### src/rtl/gray_code_pipe.sv
// Pipelined Gray<->binary converter with valid/ready flow control and a Gray step checker.
// Gray-to-binary is resolved one CHUNK of bits per stage; binary-to-Gray is done in stage 0.
module gray_code_pipe #(
    parameter int WIDTH  = 16,
    parameter int STAGES = 2
) (
    input  logic             clock,
    input  logic             aclr,
    input  logic             in_valid,
    output logic             in_ready,
    input  logic             in_mode,
    input  logic [WIDTH-1:0] din,
    output logic             out_valid,
    input  logic             out_ready,
    output logic [WIDTH-1:0] dout,
    output logic             out_mode,
    output logic             out_step_err
);

    localparam int CHUNK = (WIDTH + STAGES - 1) / STAGES;

    logic [STAGES-1:0] valid_reg;
    logic [STAGES-1:0] mode_reg;
    logic [STAGES-1:0] err_reg;
    logic [WIDTH-1:0]  data_reg [STAGES];

    logic [STAGES-1:0] stage_load;
    logic [STAGES-1:0] prev_valid;
    logic [STAGES-1:0] prev_mode;
    logic [STAGES-1:0] prev_err;
    logic [WIDTH-1:0]  prev_data  [STAGES];
    logic [WIDTH-1:0]  stage_next [STAGES];

    logic [WIDTH-1:0]  ref_reg;
    logic              ref_valid_reg;
    logic [WIDTH-1:0]  ref_diff;
    logic              step_err;
    logic              accept;
    logic              full_tail;

    // A stage may load unless it and every stage after it are full and the sink is stalled.
    always_comb begin : load_logic
        stage_load = '0;
        full_tail  = 1'b1;
        for (int k = STAGES - 1; k >= 0; k--) begin
            full_tail     = full_tail & valid_reg[k];
            stage_load[k] = !full_tail || out_ready;
        end
    end

    assign in_ready = stage_load[0];
    assign accept   = in_valid && in_ready;

    // Distance > 1 is detected by clearing the lowest set bit and testing for any remainder.
    assign ref_diff = din ^ ref_reg;
    assign step_err = !in_mode && ref_valid_reg &&
                      ((ref_diff & (ref_diff - WIDTH'(1))) != '0);

    generate
        for (genvar gi = 0; gi < STAGES; gi++) begin : g_stage
            localparam int HI = WIDTH - 1 - gi * CHUNK;
            localparam int LO = (WIDTH - (gi + 1) * CHUNK > 0) ? (WIDTH - (gi + 1) * CHUNK) : 0;

            logic [WIDTH-1:0] g2b;
            logic             acc_bit;

            if (gi == 0) begin : g_head
                assign prev_valid[gi] = in_valid;
                assign prev_mode[gi]  = in_mode;
                assign prev_err[gi]   = step_err;
                assign prev_data[gi]  = din;
            end else begin : g_body
                assign prev_valid[gi] = valid_reg[gi-1];
                assign prev_mode[gi]  = mode_reg[gi-1];
                assign prev_err[gi]   = err_reg[gi-1];
                assign prev_data[gi]  = data_reg[gi-1];
            end

            // Bits above HI are already binary, so the chain seeds from the bit just above the chunk.
            always_comb begin
                g2b     = prev_data[gi];
                acc_bit = 1'b0;
                for (int b = WIDTH - 1; b >= 0; b--) begin
                    if (b > HI) begin
                        acc_bit = prev_data[gi][b];
                    end else if (b >= LO) begin
                        acc_bit = acc_bit ^ prev_data[gi][b];
                        g2b[b]  = acc_bit;
                    end
                end
            end

            if (gi == 0) begin : g_b2g
                assign stage_next[gi] = prev_mode[gi] ? (din ^ (din >> 1)) : g2b;
            end else begin : g_pass
                assign stage_next[gi] = prev_mode[gi] ? prev_data[gi] : g2b;
            end
        end
    endgenerate

    always_ff @(posedge clock or posedge aclr) begin
        if (aclr) begin
            valid_reg     <= '0;
            mode_reg      <= '0;
            err_reg       <= '0;
            ref_reg       <= '0;
            ref_valid_reg <= 1'b0;
            for (int k = 0; k < STAGES; k++) begin
                data_reg[k] <= '0;
            end
        end else begin
            for (int k = 0; k < STAGES; k++) begin
                if (stage_load[k]) begin
                    valid_reg[k] <= prev_valid[k];
                    if (prev_valid[k]) begin
                        data_reg[k] <= stage_next[k];
                        mode_reg[k] <= prev_mode[k];
                        err_reg[k]  <= prev_err[k];
                    end
                end
            end
            if (accept && !in_mode) begin
                ref_reg       <= din;
                ref_valid_reg <= 1'b1;
            end
        end
    end

    assign out_valid    = valid_reg[STAGES-1];
    assign dout         = data_reg[STAGES-1];
    assign out_mode     = mode_reg[STAGES-1];
    assign out_step_err = err_reg[STAGES-1];

endmodule

### config.mk
export PLATFORM = sky130hd
export DESIGN_NAME = gray_code_pipe
export DESIGN_NICKNAME = d
export VERILOG_FILES = /design/src/rtl/gray_code_pipe.sv
export SDC_FILE = /design/constraint.sdc
export NUM_CORES = 1
export LEC_CHECK = 0
export ABC_AREA = 1
export BUFFER_PORTS_ARGS = -buffer_cell sky130_fd_sc_hd__buf_2
export CORE_MARGIN = 2
export CORE_UTILIZATION = 49
export CTS_CLUSTER_DIAMETER = 150
export DETAILED_ROUTE_END_ITERATION = 10
export PLACE_DENSITY = 0.69
export SLEW_MARGIN = 20
export SYNTH_ARGS = -nofsm -noshare
export SYNTH_HDL_FRONTEND = slang
export SYNTH_SLANG_ARGS = --single-unit
export TNS_END_PERCENT = 30
### constraint.sdc
create_clock -name clock -period 2 [get_ports clock]
set_input_delay 0.2 -clock clock [delete_from_list [all_inputs] [get_ports clock]]
set_output_delay 0.2 -clock clock [all_outputs]
set_load 0.01 [all_outputs]
==> Yosys cells after proc, flatten, opt, wreduce, memory -nomap -nowiden <==
Index checks and enable logic that the tools add are counted.
{ "op_classes": {"n_bitwise": 19, "n_reduce_logical": 12, "addsub": 1, "mux": 2} }
{ "op_table": {"columns": ["operator", "count"], "rows": [
  ["$and 16x16->16", 1],
  ["$mux 16", 1],
  ["$reduce_bool 16->1", 1],
  ["$sub 16x1->16 const B", 1],
  ["$xor 16x15->16", 1],
  ["$xor 16x16->16", 1],
  ["$xor 1x1->1", 15],
  ["$mux 8", 1],
  ["$logic_and 1x1->1", 4],
  ["$reduce_and 2->1", 2],
  ["$logic_not 1->1", 3],
  ["$logic_or 1x1->1", 2],
  ["$and 1x1->1", 1]
]} }
{ "totals": {"input_bits": 21, "reg_bits": 55, "out_inout_bits": 20} }

==> Longest topological paths before layout <==
Gate-level depths: netlist of the first run.
{ "logic_depth": {"word_depth": 9, "depth_mapped": 14} }

==> Worst setup path after synthesis of the first run <==
No wires, ideal clock.
{ "synth_path": {"path_type": "register -> register", "startpoint": "register data_reg[21] (netlist bit)", "endpoint": "register data_reg, in the netlist dout[2]", "required_time_ns": 1.924, "synth_period_minus_slack_ns": 1.355, "setup_slack_ns": 0.645, "t_arrival_ns": 1.279, "stages_incl_launch_ff": 8, "setup_time_ns": 0.076, "path_cell_list": "dfrtp_1 xnor2_1 xor2_1 inv_1 or2_0 nand3_2 o211ai_1 o21ai_1"} }
{ "synth_between": {"elab_chain_cells": 5} }
{ "synth_rtl": {"columns": ["element", "line", "rtl"], "rows": [
  ["from (decl)", "25", "logic [WIDTH-1:0] data_reg [STAGES];"],
  ["from (signal, indexed assignment)", "116", "data_reg[k] <= stage_next[k];"],
  ["$xor 1x1->1 (4 in series)", "87", "acc_bit = acc_bit ^ prev_data[gi][b];"],
  ["$mux 8", "96", "assign stage_next[gi] = prev_mode[gi] ? prev_data[gi] : g2b;"]
]} }
No other way between the ends.
A chain may end at the register's enable or synchronous reset.

==> Worst setup path after layout of the first run <==
{ "layout_path": {"startpoint": "register ref_reg[1]", "endpoint": "register err_reg[0]"} }
{ "layout_between": {"elab_chain_cells": 5} }
{ "layout_rtl": {"columns": ["element", "line", "rtl"], "rows": [
  ["from (decl)", "34", "logic [WIDTH-1:0] ref_reg;"],
  ["from (signal assigned)", "123", "ref_reg <= din;"],
  ["$xor 16x16->16 (*)", "55", "assign ref_diff = din ^ ref_reg;"],
  ["$sub 16x1->16", "57", "((ref_diff & (ref_diff - WIDTH'(1))) != '0);"],
  ["$and 16x16->16 (*)", "57", null],
  ["$reduce_bool 16->1 (*)", "57", null],
  ["$logic_and 1x1->1 (*)", "56", "assign step_err = !in_mode && ref_valid_reg &&"],
  ["to (signal, indexed assignment)", "118", "err_reg[k] <= prev_err[k];"],
  ["to (decl)", "24", "logic [STAGES-1:0] err_reg;"]
]} }
Mark *: on every way between the ends. The rest lies on a longest branch, timed or not.

==> summary.md, run 1 <==
| Metric | Value |
|---|---|
| Io pins | 41 |
| Via count | about 2700 |
| Final setup fails | 0 |
| Post-synth cell types | 28 |
| Top cells by area, synth | dfrtp_1 42%, nand2_1 23%, o21ai_0 5.2%, inv_1 5.1%, xor2_1 4.3% |
| CTS root buf | clkbuf_8 |
| Clock buffer depth | 2 |
| Critical Path RT | 2.21 ns |
| FF+latch count, synth | 55 |
| Worst Max-Slew Pin Slew | 0.430 ns |
| Post-route minimum period | 1.52 ns |
| CTS tree | done |
| Routability congestion estimate from global placement | 0.812 |
| Syn avg cell area | 7.05 sq um |
| Max FO, Critical Path | 4 |
| CTS H-tree depth | 2 |
| Final WL | ~6.1 mm |
| Share of layout cells above drive strength 1 | 0.176 |
| DR DRC count | 3 |
| # fillers | 612 |
| CP Class | flip-flop to flip-flop |
| Rel. slew slack | 0.713 |
| Final core utilization | 0.558 |
| Hold_sp | in_valid |
| Failing checks | design-rule violations |
| Clk_skew | 0.00559 ns |
| Iteration-0 DRC Markers | 123 |
| Fmax | 657 MHz |
| Die width | 85.9 um |
| Worst endpoint data arrival time | 1.73 ns |
| DRT Pass-1 Iters | 10 |
| RSZ-0062 raised after global routing | no |
| Die Footprint | ~7400 sq um |
| CTS clk-pin slew, worst paths | 0.10 ns |
| Via-to-Cell Ratio | 4.78 |
| Leading area contributor after synthesis | dfrtp_1 |
| ANT cells | 0 |
| Max-slew violation count | 0 |
| GR Overflow Total | 0 |
| All-Layer GR Usage | 0.183 |
| Lkg Pwr | 1.95 nW |
| Postcts setup bufs | 0 |
| Post-Syn Area | approximately 3300 sq um |
| Sequential share of the synthesized area | 0.419 |
| Startpoint types | flip-flop |
| Status | complete, but fails checks |
| CP Capture Type | flip-flop |
| Antenna viol nets, final | 0 |
| Design area | around 3600 sq um |
| Synth top cells by count | 199 x nand2_1, 55 x dfrtp_1, 45 x inv_1, 34 x o21ai_0, 23 x nor2_1 |
| Syn Inst Count | 466 |
| Die H | between 80 and 90 um |
| Synth Flop Type | dfrtp_1 |
| Vias in the first global route | 2591 |
| Pin count of the biggest net entering global routing | 37 |
| Synth Warn # | 0 |
| DR WL/cell | about 11 um |
| Top cell type's share of synthesized area | 0.419 |
| Area delta synth->final | 9.10% |
| Hold crit path type | primary input to flip-flop |
| Max Cap Viol | 0 |
| FF-to-FF Start | ref_reg[1] |
| Syn_nets | 487 |
| Worst-Skew Late Latency | 0.30 ns |
| Peak VDD IR | 0.000317 V |
| Fin. Hold Viols | 0 |
| FP Rows | 29 |
| HPWL after DPL | roughly 4.7 mm |
| CTS sink count | 55 |
| Total Negative Setup Slacks | 0 ns |
| Asr flop ratio synth | 1.00 |
| First-pass GRT wire length | 11.1 mm |
| Final nets | 515 |
| Initial Util | 0.511 |
| Critical Path Start | ref_reg[1] |
| Most frequent cell after synthesis | nand2_1 |
| Pwr Density | 892 nW/um^2 |
| TritonCTS Buffers | 5 |
| Period utilization | 0.762 |
| Core ar. | 6420 sq um |
| Post-synth EDFFs | 0 |
| Initial antenna violation count | 0 |
| DP Area | 3470 sq um |
| Port Buffer Count | 40 |
## final timing paths
path,end,slack [ns],depth (start not counted)
worst max-delay path,err_reg[0],0.48,14
worst min-delay path,valid_reg[0],0.12,3
worst max register to register,err_reg[0],0.48,14
worst min register to register,ref_valid_reg,0.48,2
max in group asynchronous,data_reg[20],1.04,4
min in group asynchronous,dout[10],0.43,3
## critical path, stage by stage, from the launching register on
cell and delay [ns]:
dfrtp_1 0.41, inv_1 0.10, nand2_1 0.07, nand2_1 0.07, nand2_2 0.09, nor2_4 0.15
nand2_2 0.08, inv_2 0.04, nand2_1 0.04, nand2_1 0.06, nand2_1 0.05, nor2_1 0.09
nand3_1 0.08, nand2_1 0.06, nand2_1 0.04
## layout by cell type (no fill, tap or decap)
cell	n
nand2_1	199
dfrtp_1	55
inv_1	44
buf_2	40
o21ai_0	34
nor2_1	23
xor2_1	16
nand3_1	14
inv_2	13
nand2_2	9
nor2_2	6
a21oi_1	6
clkbuf_8	5
buf_4	4
nor2_4	3
xnor2_1	3
o211ai_1	3
nand3_2	2
o21ai_1	2
nand3b_1	2
xnor3_1	1
mux2i_1	1
or2_0	1
clkinv_1	1
or2_2	1
nor3_2	1
a31oi_1	1
clkinvlp_4	1
bufinv_16	1
dlygate4sd3_1	1
buf_12	1
## layout make-up
| class | instances | area (sq um) | share of cell area |
|---|---|---|---|
| Clock inverter | 2 | 37.5 | 0.0105 |
| Inverter | 58 | 218 | 0.0608 |
| Clock buffer | 5 | 68.8 | 0.0192 |
| Sequential cell | 55 | 1380 | 0.384 |
| Multi-Input combinational cell | 328 | 1530 | 0.426 |
| Tap cell | 77 | 96.3 | 0.0269 |
| Timing Repair Buffer | 46 | 260 | 0.0726 |
## metal layers
metal	routed length [um]	GRT usage
met3	236	0.0289
met2	2910	0.319
met1	2930	0.240
met5	0	0
met4	59	0.0433
## stage by stage
stage / setup slack [ns] / hold WS [ns] / total power [W] / cells
2_1_floorplan: 0.457 / 0.321 / 0.00233 / 466
5_1_grt: 0.296 / 0.157 / 0.00344 / 571
3_3_place_gp: 0.530 / 0.224 / 0.00247 / 563
4_1_cts: 0.455 / 0.116 / 0.00324 / 571
6_report: 0.477 / 0.123 / 0.00320 / 571
3_5_place_dp: 0.481 / 0.226 / 0.00250 / 563
## power breakdown
group          internal, W  leakage, nW  switching, W
registers          0.00134        0.666      0.000133
logic             0.000398         1.24      0.000604
clock network     0.000366       0.0502      0.000359
total              0.00210         1.95       0.00110
## cell families after synthesis
family                    Yosys count  share of synthesized area
xor gates and xnor gates           20                     0.0575
AOI/OAI and AO/OA                  46                     0.0728
and+or+nand+nor                   261                      0.331
DFF                                55                      0.419
buffers and inverters              83                      0.116
muxes                               1                    0.00305
## what timing repair did
item                                   in CTS  in global routing
endpoints found under the hold margin      19                  0
gates resized for setup                     0                  0
hold buffers                                1                  0
(Power assumes the default switching activity.)
==> inputs of run 2 (changes only) <==
clock period = 1.5 ns   (was 2 ns; I/O delays follow)
==> summary.md, run 2 (synthesis results as in run 1) <==
| Metric | Value |
|---|---|
| Status | complete, but fails checks |
| Failing checks | design-rule violations |
| CTS root buf | clkbuf_8 |
| Leading cell type in the layout, fill and taps excluded | nand2_1 |
| Worst Max-Slew Pin Slew | 0.389 ns (-0.0413 ns) |
| Hold_sp | in_valid |
| Io pins | 41 (unchanged) |
| Clock buffer depth | 2 (unchanged) |
| Max-slew violation count | 0 (unchanged) |
| Final WL | 6.42 mm (+4.5%) |
| Max FO, Critical Path | 3 (-1) |
| Startpoint types | flip-flop |
| Die width | 85.9 um (unchanged) |
| All-Layer GR Usage | 0.184 (+0.00104) |
| CP Capture Type | flip-flop |
| Port Buffer Count | 40 (unchanged) |
| FF/Latch Area | 1380 sq um (unchanged) |
| Lkg Pwr | 2.00 nW (+2.2%) |
| Share of layout cells above drive strength 1 | 0.238 (+0.0614) |
| Worst-Skew Late Latency | 0.31 ns (about the same) |
| GR Overflow Total | 0 (unchanged) |
| DRT Pass-1 Iters | 10 (unchanged) |
| Final core utilization | 0.579 (+0.0208) |
| Slowest stage delay, CP | 0.39 ns (-0.02 ns) |
| Period utilization | 0.994 (+0.232) |
| Die H | 85.9 um (unchanged) |
| Iteration-0 DRC Markers | 121 (-1.6%) |
| # fillers | 614 (+0.33%) |
| Setup WS post-layout | 0.00974 ns (-0.467 ns) |
| Via-to-Cell Ratio | 4.80 (+0.49%) |
| CTS tree | done |
| Initial Util | 0.511 (unchanged) |
| CTS clk-pin slew, worst paths | 0.09 ns (about the same) |
| Hold WS | 0.0658 ns (-0.0571 ns) |
| Slowest-stage cell, CP | dfrtp_1 |
| CTS sink count | 55 (unchanged) |
| TritonCTS Buffers | 5 (unchanged) |
| Peak VDD IR | 0.000396 V (+25%) |
| Area delta synth->final | 13.2% |
| Delay-heaviest family, CP | simple AND/OR/NAND/NOR gates |
| Routability congestion estimate from global placement | 0.804 (-0.91%) |
| Initial antenna violation count | 0 (unchanged) |
| Fmax | 671 MHz (+2.2%) |
| Hold crit path type | primary input to flip-flop |
| Final nets | 522 (+1.4%) |
| Via count | 2774 (+1.7%) |
| Worst endpoint data arrival time | 1.70 ns (-0.03 ns) |
| Pin count of the biggest net entering global routing | 39 (+5.4%) |
| Die Footprint | 7370 sq um (unchanged) |
| RSZ-0062 raised after global routing | yes |
| FF-to-FF Start | ref_reg[4] |
| HPWL after DPL | 4.84 mm (+3.2%) |
| CP Class | flip-flop to flip-flop |
| DR WL/cell | 11.1 um (+3.2%) |
| Core ar. | 6420 sq um (unchanged) |
| Vias in the first global route | 2613 (+0.85%) |
| Cells along the critical path | inv_1, nand2_1, nand2_2, nand2_1, inv_1, nand2_1, nor2_2, nand2_1, nand2_1, nand2_1, nor2_1, nand3_1, nand2_1, nand2_1 |
| Max Cap Viol | 0 (unchanged) |
| Final setup fails | 0 (unchanged) |
| First-pass GRT wire length | 11.1 mm (unchanged) |
| Fin. Hold Viols | 0 (unchanged) |
| Clk_skew | 0.00683 ns (+0.00123 ns) |
| Critical Path Start | ref_reg[4] |
| Buf/Inv on CP | 2 (unchanged) |
| Most frequent cells in the layout | 189 x nand2_1, 55 x dfrtp_1, 40 x buf_2 |
| CTS H-tree depth | 2 (unchanged) |
| FP Rows | 29 (unchanged) |
| Rel. slew slack | 0.740 (+0.0276) |
| Critical Path RT | 1.71 ns (-0.50 ns) |
| Pre-CTS WS | -0.00508 ns (-0.486 ns) |
| Most frequent CP cell | nand2_1 |
| DR DRC count | 5 (+2) |
| Multi-input logic area | 1600 sq um (+5.1%) |
| Total power | 0.00439 W (+37%) |
| ANT cells | 0 (unchanged) |
| Antenna viol nets, final | 0 (unchanged) |
| Pwr Density | 1180 nW/um^2 (+32%) |
| Post-route minimum period | 1.49 ns (-0.0328 ns) |
==> run 2: cell count changes in the layout (fill, tap and decap cells not counted), sizes merged <==
| cell | change |
|---|---|
| clkinv | -1 |
| buf | +7 |
| clkinvlp | +1 |
==> run 2: metrics by stage <==
step / TNS, ns / instances / instance area (sq um)
3_5_place_dp: -0.00508 / 567 / 3500
4_1_cts: 0 / 575 / 3620
6_report: 0 / 578 / 3720
3_3_place_gp: 0 / 567 / 3500
5_1_grt: -0.189 / 578 / 3720
2_1_floorplan: 0 / 466 / 3280
==> run 2: repair_timing <==
action | in CTS | in global routing
buffers inserted | 0 | 3
hold buffers | 1 | 0
pin swaps | 0 | 10
endpoints found under the setup margin | 1 | 15
gates resized for setup | 1 | 27
gates cloned | 0 | 0
endpoints found under the hold margin | 17 | 0
==> run 2: cell type report <==
cell class | instances | share of cell area
clock buffers | 5 | 0.0185
inverters | 58 | 0.0596
clock inverters | 2 | 0.0101
well taps | 77 | 0.0259
repair buffers | 53 | 0.0841
flip-flops and latches | 55 | 0.370
multi-input cells | 328 | 0.432
==> run 2: tightest hold or removal path, delay by kind of cell <==
family        cells  cell delay (ns)
simple gates      1             0.06
buf+inv           2             0.13
==> run 2: power breakdown <==
group / switching (W) / internal [W] / leakage, nW
registers: 0.000186 / 0.00178 / 0.666
clock network: 0.000482 / 0.000489 / 0.0502
logic: 0.000859 / 0.000593 / 1.28
==> run 2: metal layers <==
layer,up-vias,GRT usage,share of wire
met2,45,0.312,0.48
li1,1469,-,-
met1,1253,0.241,0.47
met5,-,0,0
met4,0,0.0620,0.013
met3,7,0.0289,0.028
==> run 2: worst paths after layout <==
check	slack, ns	endpoint	cells after the start
hold / removal	0.07	valid_reg[0]	3
max in group asynchronous	0.61	ref_reg[10]	4
setup / recovery	0.01	err_reg[0]	14
hold reg to reg	0.47	ref_valid_reg	2
min in group asynchronous	0.36	dout[7]	3
setup reg to reg	0.01	err_reg[0]	14
